[src/rtl/fetch_stage.sv]
// Instruction-fetch stage: issues word fetches to instruction memory and
// buffers the in-order responses so a decode stall never loses a word.
//
// Ports:
//   clk, rstn          clock; asynchronous reset, ACTIVE-HIGH despite the name
//   imem_req/addr      fetch request and word-aligned address (held until granted)
//   imem_gnt           request accepted this cycle
//   imem_rvalid/rdata  in-order response word
//   hazard_detected_in decode stall: hold the presented instruction
//   br_taken_in        taken branch: flush and redirect to br_target_in
//   br_target_in       redirect address (low two bits ignored)
//   instruction        FIFO head word, or NOP when empty
//   pc_out             FIFO head pc, or last presented pc when empty
//   inst_valid         instruction/pc_out hold a real fetched word
module fetch_stage #(
    parameter logic [31:0] RESET_PC   = 32'h0000_0000,
    parameter int          FIFO_DEPTH = 2
) (
    input  logic        clk,
    input  logic        rstn,
    output logic        imem_req,
    output logic [31:0] imem_addr,
    input  logic        imem_gnt,
    input  logic        imem_rvalid,
    input  logic [31:0] imem_rdata,
    input  logic        hazard_detected_in,
    input  logic        br_taken_in,
    input  logic [31:0] br_target_in,
    output logic [31:0] instruction,
    output logic [31:0] pc_out,
    output logic        inst_valid
);

    localparam int AW = $clog2(FIFO_DEPTH);
    localparam int CW = AW + 1;

    logic [31:0]   fetch_pc;
    logic [31:0]   rsp_pc;
    logic [31:0]   last_pc;
    logic [CW-1:0] outstanding;
    logic [CW-1:0] discard;
    logic [CW-1:0] count;
    logic [AW-1:0] wr_ptr;
    logic [AW-1:0] rd_ptr;

    logic [31:0]   buf_word [FIFO_DEPTH];
    logic [31:0]   buf_pc   [FIFO_DEPTH];

    logic          hs;
    logic          rsp;
    logic          push;
    logic          pop;
    logic [CW:0]   credit;
    logic [CW-1:0] out_next;
    logic [31:0]   target;

    assign target     = br_target_in & ~32'h3;
    assign inst_valid = (count != '0);
    assign instruction = inst_valid ? buf_word[rd_ptr] : 32'h0;
    assign pc_out      = inst_valid ? buf_pc[rd_ptr] : last_pc;

    assign pop = inst_valid & ~hazard_detected_in;

    // The head leaving this cycle frees its slot, so it is returned as
    // credit immediately; this keeps a 1-cycle memory streaming at full rate.
    assign credit = {1'b0, count} + {1'b0, outstanding}
                  - {{CW{1'b0}}, pop};

    assign imem_req  = ~rstn & ~br_taken_in
                     & (credit < (CW + 1)'(FIFO_DEPTH));
    assign imem_addr = fetch_pc;

    assign hs  = imem_req & imem_gnt;
    // A response with nothing outstanding is a protocol error and is ignored.
    assign rsp = imem_rvalid & (outstanding != '0);
    assign push = rsp & (discard == '0) & ~br_taken_in;

    assign out_next = outstanding + CW'(hs) - CW'(rsp);

    always_ff @(posedge clk or posedge rstn) begin
        if (rstn) begin
            fetch_pc    <= RESET_PC;
            rsp_pc      <= RESET_PC;
            last_pc     <= 32'h0;
            outstanding <= '0;
            discard     <= '0;
            count       <= '0;
            wr_ptr      <= '0;
            rd_ptr      <= '0;
        end else begin
            outstanding <= out_next;
            if (inst_valid) begin
                last_pc <= pc_out;
            end
            if (br_taken_in) begin
                // Every request still in flight belongs to the old path.
                fetch_pc <= target;
                rsp_pc   <= target;
                discard  <= out_next;
                count    <= '0;
                wr_ptr   <= '0;
                rd_ptr   <= '0;
            end else begin
                if (hs) begin
                    fetch_pc <= fetch_pc + 32'd4;
                end
                if (rsp && (discard != '0)) begin
                    discard <= discard - 1'b1;
                end
                if (push) begin
                    wr_ptr <= wr_ptr + 1'b1;
                    rsp_pc <= rsp_pc + 32'd4;
                end
                if (pop) begin
                    rd_ptr <= rd_ptr + 1'b1;
                end
                count <= count + CW'(push) - CW'(pop);
            end
        end
    end

    always_ff @(posedge clk) begin
        if (push) begin
            buf_word[wr_ptr] <= imem_rdata;
            buf_pc[wr_ptr]   <= rsp_pc;
        end
    end

endmodule

[config.mk]
export PLATFORM = sky130hd
export DESIGN_NAME = fetch_stage
export DESIGN_NICKNAME = d
export VERILOG_FILES = /design/src/rtl/fetch_stage.sv
export SDC_FILE = /design/constraint.sdc
export NUM_CORES = 1
export LEC_CHECK = 0
export CORE_MARGIN = 4
export CORE_UTILIZATION = 48
export DETAILED_ROUTE_END_ITERATION = 16
export GPL_TIMING_DRIVEN = 0
export HOLD_SLACK_MARGIN = 0.1
export PLACE_DENSITY_LB_ADDON = 0.12
export SYNTH_ARGS = -nofsm -noshare
export SYNTH_HDL_FRONTEND = slang
export SYNTH_SLANG_ARGS = --single-unit
[constraint.sdc]
create_clock -name clk -period 4 [get_ports clk]
set_input_delay 1.2 -clock clk [delete_from_list [all_inputs] [get_ports clk]]
set_output_delay 1.2 -clock clk [all_outputs]
set_load 0.03 [all_outputs]
## Yosys cells after proc, flatten, opt, wreduce, memory -nomap -nowiden

Memory sizes are Yosys's and may differ from the RTL's.
Cells that the tools add are included.
W data, S select, Z words.

| word-level totals | value |
|---|---|
| memory bits (writable) | 128 |
| logic and storage cells | 56 |
| memories | 2 |
| bits of input ports | 70 |
| ROM bits | 0 |
| register bits | 104 |
| bits in latches | 0 |
| output and inout bits | 98 |

Memories:

| name | depth | bits a word | rd ports | clocked after memory_dff | wr ports | line | source |
|---|---|---|---|---|---|---|---|
| buf_pc | 2 | 32 | 1 | 0 | 1 | 47 | `logic [31:0] buf_pc [FIFO_DEPTH];` |
| buf_word | 2 | 32 | 1 | 0 | 1 | 46 | `logic [31:0] buf_word [FIFO_DEPTH];` |

| operators by class | value |
|---|---|
| multiply operators | 0 |
| reductions and logical operators | 9 |
| divide/modulo/power cells | 0 |
| bitwise logic cells | 10 |
| order comparisons | 1 |
| add/subtract/negate cells | 11 |
| muxes and demuxes | 15 |
| shift-type cells | 0 |
| equal/unequal tests | 0 |

Operator list:

| operator | count |
|---|---|
| $mux W32 | 6 |
| $add A32 B3 Y32 const B | 2 |
| $reduce_bool A2 Y1 | 7 |
| $and A1 B1 Y1 | 7 |
| $mux W1 | 6 |
| $mux W2 | 3 |
| $add A2 B1 Y2 | 2 |
| $sub A2 B1 Y2 | 2 |
| $add A2 B2 Y3 | 1 |
| $lt A3 B2 Y1 const B | 1 |
| $not A1 Y1 | 3 |
| $sub A3 B1 Y3 | 1 |
| $add A1 B1 Y1 const B | 2 |
| $logic_not A2 Y1 | 1 |
| $sub A2 B1 Y2 const B | 1 |
| $logic_and A1 B1 Y1 | 1 |

## Logic depth before layout (Yosys ltp)

Gate-level depths: netlist of the first run.

| depth | value |
|---|---|
| depth after elaboration | 9 |
| mapped depth | 15 |

## Least setup slack after synthesis of the first run

No wires, ideal clock.

| timing | value |
|---|---|
| path type | input -> register |
| start | input port br_taken_in |
| end | memory buf_pc[0][10] (enable) |
| arrival time | 4.367 ns |
| cell stages on the path | 5 |
| required time | 3.518 ns |
| setup time | 0.482 ns |
| slack | -0.849 ns |
| cell sequence | clkbuf_1 inv_1 buf_6 nand3_1 nor2_1 |

| between the ends | value |
|---|---|
| word-level cells in the longest chain between the ends | 4 |

Ends and longest elaborated chain:

| what | line | source |
|---|---|---|
| start, declared | 27 | `input logic br_taken_in,` |
| $not A1 Y1 | 76 | `assign push = rsp & (discard == '0) & ~br_taken_in;` |
| $and A1 B1 Y1 | 76 |  |
| $mux W1 | 123 | `if (push) begin` |
| $mux W1 (not written as such) | 125 | `buf_pc[wr_ptr] <= rsp_pc;` |
| end, declared | 47 |  |

No other way between the ends.

## Worst setup path after layout of the first run

| timing | value |
|---|---|
| start | input port hazard_detected_in |
| end | output port imem_req |

| between the ends | value |
|---|---|
| word-level cells in the longest chain between the ends | 5 |

Ends and longest elaborated chain:

| what | line | source |
|---|---|---|
| start, declared | 26 | `input logic hazard_detected_in,` |
| $not A1 Y1 | 62 | `assign pop = inst_valid & ~hazard_detected_in;` |
| $and A1 B1 Y1 | 62 |  |
| $sub A3 B1 Y3 | 67 | `- {{CW{1'b0}}, pop};` |
| $lt A3 B2 Y1 | 70 | `& (credit < (CW + 1)'(FIFO_DEPTH));` |
| $and A1 B1 Y1 | 70 |  |
| end, declared | 21 | `output logic imem_req,` |

No other way between the ends.

==> impl_metrics.json, run 1 <==
{
  "outcome": "finished, final reports clean",
  "num_io_pins": 168,
  "grt_pass1_wl_um": 36700,
  "routedWlPerCell_um": 17.9,
  "hold_ws_ps": 466,
  "final_common_cell": "clkdlybuf4s50_1",
  "r2r_start": "outstanding[1]",
  "numCtsBuffers": 23,
  "grt_max_degree": 70,
  "die_y_um": 150,
  "grt_pass1_vias": 6946,
  "p_clk_frac": 0.227,
  "synth.top_cell.area_share": 0.383,
  "synth-seq-area-share": 0.641,
  "setup_viol": 0,
  "ys.flop_type": "edfxtp_1",
  "seq_power_share": 0.341,
  "hold_viol_final": 0,
  "wl_um": 22800,
  "clock.fmax_mhz": 260,
  "skew_ps": 8.98,
  "p_int_uw": 5570,
  "antenna_found_initial": 0,
  "gr-total-overflow": 0,
  "power.switching_uw": 3450,
  "tightest_slew_ps": 810,
  "fin_nets": 1071,
  "synth.avg_cell_area_um2": 12.2,
  "cts.sinks": 224,
  "area_delta_synth_final_pct": 29.7,
  "startpoint": "hazard_detected_in",
  "crit_type": "primary input to primary output",
  "maxCapViolations": 0,
  "critPathArrivalTime_ps": 2650,
  "swShare": 0.382,
  "pwr-share-comb": 0.432,
  "netlist_area_mm2": 0.00971,
  "synth_largest_area_cell": "edfxtp_1",
  "die_w_um": 150,
  "drv_slew": 0,
  "placeableCoreArea_mm2": 0.0197,
  "finalCritPeriodShare": 0.962,
  "drt_iter0_markers": 424,
  "placed_cells": 1232,
  "io_buffers": 162,
  "required_ps": 2800,
  "rsz0062_at_grt": "false",
  "drt_first_pass_iters": 5,
  "power_density_mw_per_mm2": 716,
  "ys_ff_latch": 224,
  "gp_congestion": 0.897,
  "drive_gt1_frac": 0.0784,
  "vias": 6946,
  "initial_utilization": 0.494,
  "grt.total_usage": 0.204,
  "row_count": 51,
  "vdd_drop_max_mv": 0.373,
  "synth_area_leaders": "edfxtp_1 (38%), dfrtp_1 (26%), mux2i_1 (6.8%), o21ai_0 (5.3%), nand2_1 (3.6%)",
  "dp_hpwl_um": 16200,
  "hold_start": "last_pc[25]",
  "hold_class": "flip-flop to flip-flop",
  "crit_path_start_kind": "primary input",
  "max_slew_margin": 0.455,
  "crit_fanout": 3,
  "async_flop_share": 0.446,
  "die_area_mm2": 0.0226,
  "final_cell_mix": "clkdlybuf4s50_1 (160), edfxtp_1 (124), o21ai_0 (101)",
  "cts_tree": "built",
  "fin_cells": 1273,
  "post-route-drc-count": 0,
  "min_period_ps": 3850,
  "synth_edf_count": 124,
  "cts_buffer_depth": 3,
  "avgViaCountPerCell": 5.46,
  "diodes": 0,
  "worstSkewPairLatency_ps": 490,
  "endpoint_kind": "primary output",
  "ant_nets": 0,
  "yosysWarnings": 0,
  "path_clk_slew_ps": 60,
  "clockRootBuffer": "clkbuf_16",
  "synthCells": 799,
  "p_leak_uw": 0.00460,
  "yosysUniqueCellTypes": 49,
  "postLayoutSetupSlackWorst_ps": 151,
  "cts.htree.levels": 1,
  "post-place-ws_ps": -1140
}
kinds of logic (layout without fill, tap and decap cells):
family,after synthesis,after routing,synth area share
multiplexers,66,66,0.0680
XOR/XNOR,38,38,0.0343
other,1,2,0.000386
AO/OA/AOI/OAI,145,145,0.0866
buffers and inverters,54,262,0.0229
flip-flops,224,224,0.641
adder cells (fa/ha/maj),9,9,0.0124
AND/OR/NAND/NOR,262,262,0.134
synthesized netlist by cell type (15+ instances only):
cell	count
o21ai_0	102
xor2_1	18
nand3_1	29
nand4_1	22
nor2_1	57
dfrtp_1	100
inv_1	15
nand2_1	94
xnor2_1	20
o211ai_1	18
mux2i_1	66
clkbuf_1	30
edfxtp_1	124
final timing paths:
check / endpoint / slack, ps / cells past startpoint
setup / recovery: imem_req / 150 / 7
hold / removal: last_pc[25] / 470 / 2
setup reg to reg: discard[1] / 640 / 13
hold reg to reg: last_pc[25] / 470 / 2
max in group asynchronous: last_pc[24] / 2130 / 3
min in group asynchronous: imem_addr[5] / 1170 / 2
area by class of cell:
cell class,count,area (um^2)
buffer,37,176
clock buffer,28,614
clock inverter,13,113
fill,1621,7060
inverter,15,58.8
multi-input combinational,522,3320
sequential,224,6230
tap,265,332
timing repair buffer,169,1760
through the flow:
stage          utilization  instance area (um^2)  power (uW)  setup TNS, ps
3_5_place_dp         0.602                 11800        6920         -17960
6_report             0.641                 12600        9020              0
4_1_cts              0.641                 12600        9090              0
3_3_place_gp         0.594                 11700        6850        -520460
2_1_floorplan            -                  9730        5370        -105300
5_1_grt              0.641                 12600        9490              0
per-layer routing:
metal | wire, um | GRT usage
met1 | 10100 | 0.291
met5 | 0 | 0
met3 | 1800 | 0.0400
met2 | 10400 | 0.326
met4 | 447 | 0.0508
critical path: stages:
cell and delay, ps:
clkbuf_2 110, nor3_2 200, o21ai_1 100, fa_2 400, xnor2_4 190, nor4b_4 270, buf_6 160
power groups by stage:
| stage | sequential [uW] | combinational (uW) | clock (uW) |
|---|---|---|---|
| finish | 3080 | 3900 | 2050 |
| CTS | 3070 | 3930 | 2090 |
| global route | 3120 | 4190 | 2180 |
| detailed placement | 3100 | 3820 | 0 |
| floorplan | 3140 | 2230 | 0 |
| global placement | 3100 | 3740 | 0 |
registers in the layout, summed over array words and instances (netlist names):
register and cells:
imem_addr 30, rd_ptr 1, buf_word 64, last_pc 32, count 2, wr_ptr 1, buf_pc 60, discard 2
outstanding 2, rsp_pc 30
repair_timing:
item,CTS,global route
pin swaps,3,5
hold buffers,0,0
endpoints found under the hold margin,0,0
endpoints found under the setup margin,82,48
buffers inserted,2,0
resized for setup,20,14
gates cloned,0,0
Note: power is estimated with default switching activity, not from simulation.
==> run 2, diff against run 1 <==
Settings changed: CORE_UTILIZATION 48 to 50, CTS_BUF_LIST set to sky130_fd_sc_hd__clkbuf_8.
==> impl_metrics.json, run 2 (same netlist as run 1, synthesis figures left out) <==
{
  "dp_hpwl_um": 16400,
  "row_count": 50,
  "grt_pass1_wl_um": 37500,
  "power.switching_uw": 3490,
  "crit_type": "primary input to primary output",
  "p_clk_frac": 0.215,
  "hold_class": "flip-flop to flip-flop",
  "cts_tree": "built",
  "rsz0062_at_grt": "true",
  "cts.htree.levels": 2,
  "cts_buffer_depth": 3,
  "crit_fanout": 4,
  "top_regs": "buf_word x64, buf_pc x60, last_pc x32",
  "endpoint_kind": "primary output",
  "die_w_um": 147,
  "p_int_uw": 5380,
  "ant_nets": 0,
  "gp_congestion": 0.866,
  "io_buffers": 162,
  "grt.total_usage": 0.215,
  "max_stage_delay_ps": 400,
  "drv_slew": 0,
  "initial_utilization": 0.514,
  "pwr-share-comb": 0.438,
  "die_y_um": 147,
  "setup_viol": 1,
  "clock.fmax_mhz": 249,
  "required_ps": 2800,
  "post-route-drc-count": 0,
  "largest_reg_flops": 64,
  "swShare": 0.393,
  "rrSetupSlack_ps": 750,
  "final_cell_mix": "clkdlybuf4s50_1 (160), edfxtp_1 (124), o21ai_0 (101)",
  "fin_cells": 1294,
  "die_area_mm2": 0.0217,
  "placeableCoreArea_mm2": 0.0189,
  "crit_path_start_kind": "primary input",
  "ff_latch_area_mm2": 0.00623,
  "drt_first_pass_iters": 5,
  "num_io_pins": 168,
  "numCtsBuffers": 36,
  "fillers": 1466,
  "skew_ps": 15.4,
  "postLayoutSetupSlackWorst_ps": -18.6,
  "diodes": 0,
  "cp_cell_sequence": "dlygate4sd2_1 > nor3_4 > o21ai_1 > fa_2 > xnor2_4 > nor4b_4 > buf_6",
  "crit_slowest_cell": "fa_2",
  "antenna_found_initial": 0,
  "power_density_mw_per_mm2": 704,
  "critPathArrivalTime_ps": 2820,
  "cts.sinks": 224,
  "routedWlPerCell_um": 17.9,
  "fin_nets": 1085,
  "hold_viol_final": 0,
  "hold_ws_ps": 467,
  "max_slew_margin": 0.441,
  "path_clk_slew_ps": 60,
  "drive_gt1_frac": 0.0986,
  "wl_um": 23200,
  "avgViaCountPerCell": 5.48,
  "crit_family": "buffers and inverters",
  "maxCapViolations": 0,
  "grt_pass1_vias": 7160,
  "outcome": "complete, but fails checks",
  "cp_num_buf_inv": 2,
  "area_delta_synth_final_pct": 29.8,
  "vdd_drop_max_mv": 0.331,
  "seq_power_share": 0.347,
  "vias": 7096,
  "gr-total-overflow": 0,
  "cts_hold_buffers": 0,
  "worstSkewPairLatency_ps": 520,
  "largest-register": "buf_word",
  "grt_max_degree": 56,
  "multi_input_area_mm2": 0.00333,
  "placed_cells": 1227,
  "tightest_slew_ps": 830,
  "violations": "negative setup slack",
  "p_leak_uw": 0.00467,
  "min_period_ps": 4020,
  "post-place-ws_ps": -1150,
  "finalCritPeriodShare": 1.00,
  "clockRootBuffer": "clkbuf_8",
  "drt_iter0_markers": 444,
  "final_common_cell": "clkdlybuf4s50_1"
}
==> run 2: cell count changes in the layout (fill, tap and decap cells not counted), sizes merged <==
cell / delta
inv: +10
clkinv: -2
clkbuf: +16
buf: +2
dlygate4sd2: +1
bufinv: -2
clkinvlp: +1
==> run 2: repair_timing <==
action | in CTS | in global routing
resized for setup | 22 | 16
pin swaps | 1 | 1
setup buffers | 0 | 3
endpoints found under the setup margin | 82 | 41
==> run 2: final cells by class <==
class	instances	share of cell area
Timing Repair Buffer	170	0.140
Sequential cell	224	0.494
Clock buffer	46	0.0502
Buffer	37	0.0145
Clock inverter	20	0.00705
Multi-Input combinational cell	522	0.264
Inverter	15	0.00496
Tap cell	260	0.0258
==> run 2: final timing paths <==
check | from | to | cells past startpoint
worst min register to register | last_pc[16] | last_pc[16] | 2
worst min-delay path | last_pc[16] | last_pc[16] | 2
max in group asynchronous | rstn | last_pc[11] | 3
worst max register to register | outstanding[1] | discard[1] | 13
worst max-delay path | hazard_detected_in | imem_req | 7
min in group asynchronous | rstn | imem_addr[18] | 2
==> run 2: worst reg2reg max path, stage by stage (launching register included) <==
cell and delay [ps]:
dfrtp_1 450, inv_1 70, ha_1 320, fa_2 630
nand4bb_2 190, nor2_4 240, clkinvlp_4 240, ha_1 340
inv_1 40, ha_1 180, xnor2_1 170, xnor2_1 160
nand2_1 80, nand2_1 80
==> run 2: metal layers <==
layer | GRT usage | wire, um | share of wire | up-vias
li1 | - | - | - | 3343
met1 | 0.296 | 9920 | 0.43 | 3383
met2 | 0.334 | 10700 | 0.46 | 311
met3 | 0.0549 | 1880 | 0.081 | 59
met4 | 0.0820 | 658 | 0.028 | 0
met5 | 0 | 0 | 0 | -
==> run 2: per-stage QoR <==
step | util | total power (uW) | cell area [um^2] | TNS, ps
4_1_cts | 0.665 | 8930 | 12600 | -91.7
3_3_place_gp | 0.618 | 6850 | 11700 | -523510
6_report | 0.667 | 8870 | 12600 | -18.6
2_1_floorplan | - | 5370 | 9730 | -105300
5_1_grt | 0.667 | 9370 | 12600 | -94.0
3_5_place_dp | 0.625 | 6930 | 11800 | -17550
==> run 2: power groups by stage <==
stage	sequential [uW]	combinational, uW	clock [uW]
finish	3080	3890	1910
global route	3120	4190	2060
CTS	3080	3900	1960
detailed placement	3100	3830	0
global placement	3100	3750	0
floorplan	3140	2230	0
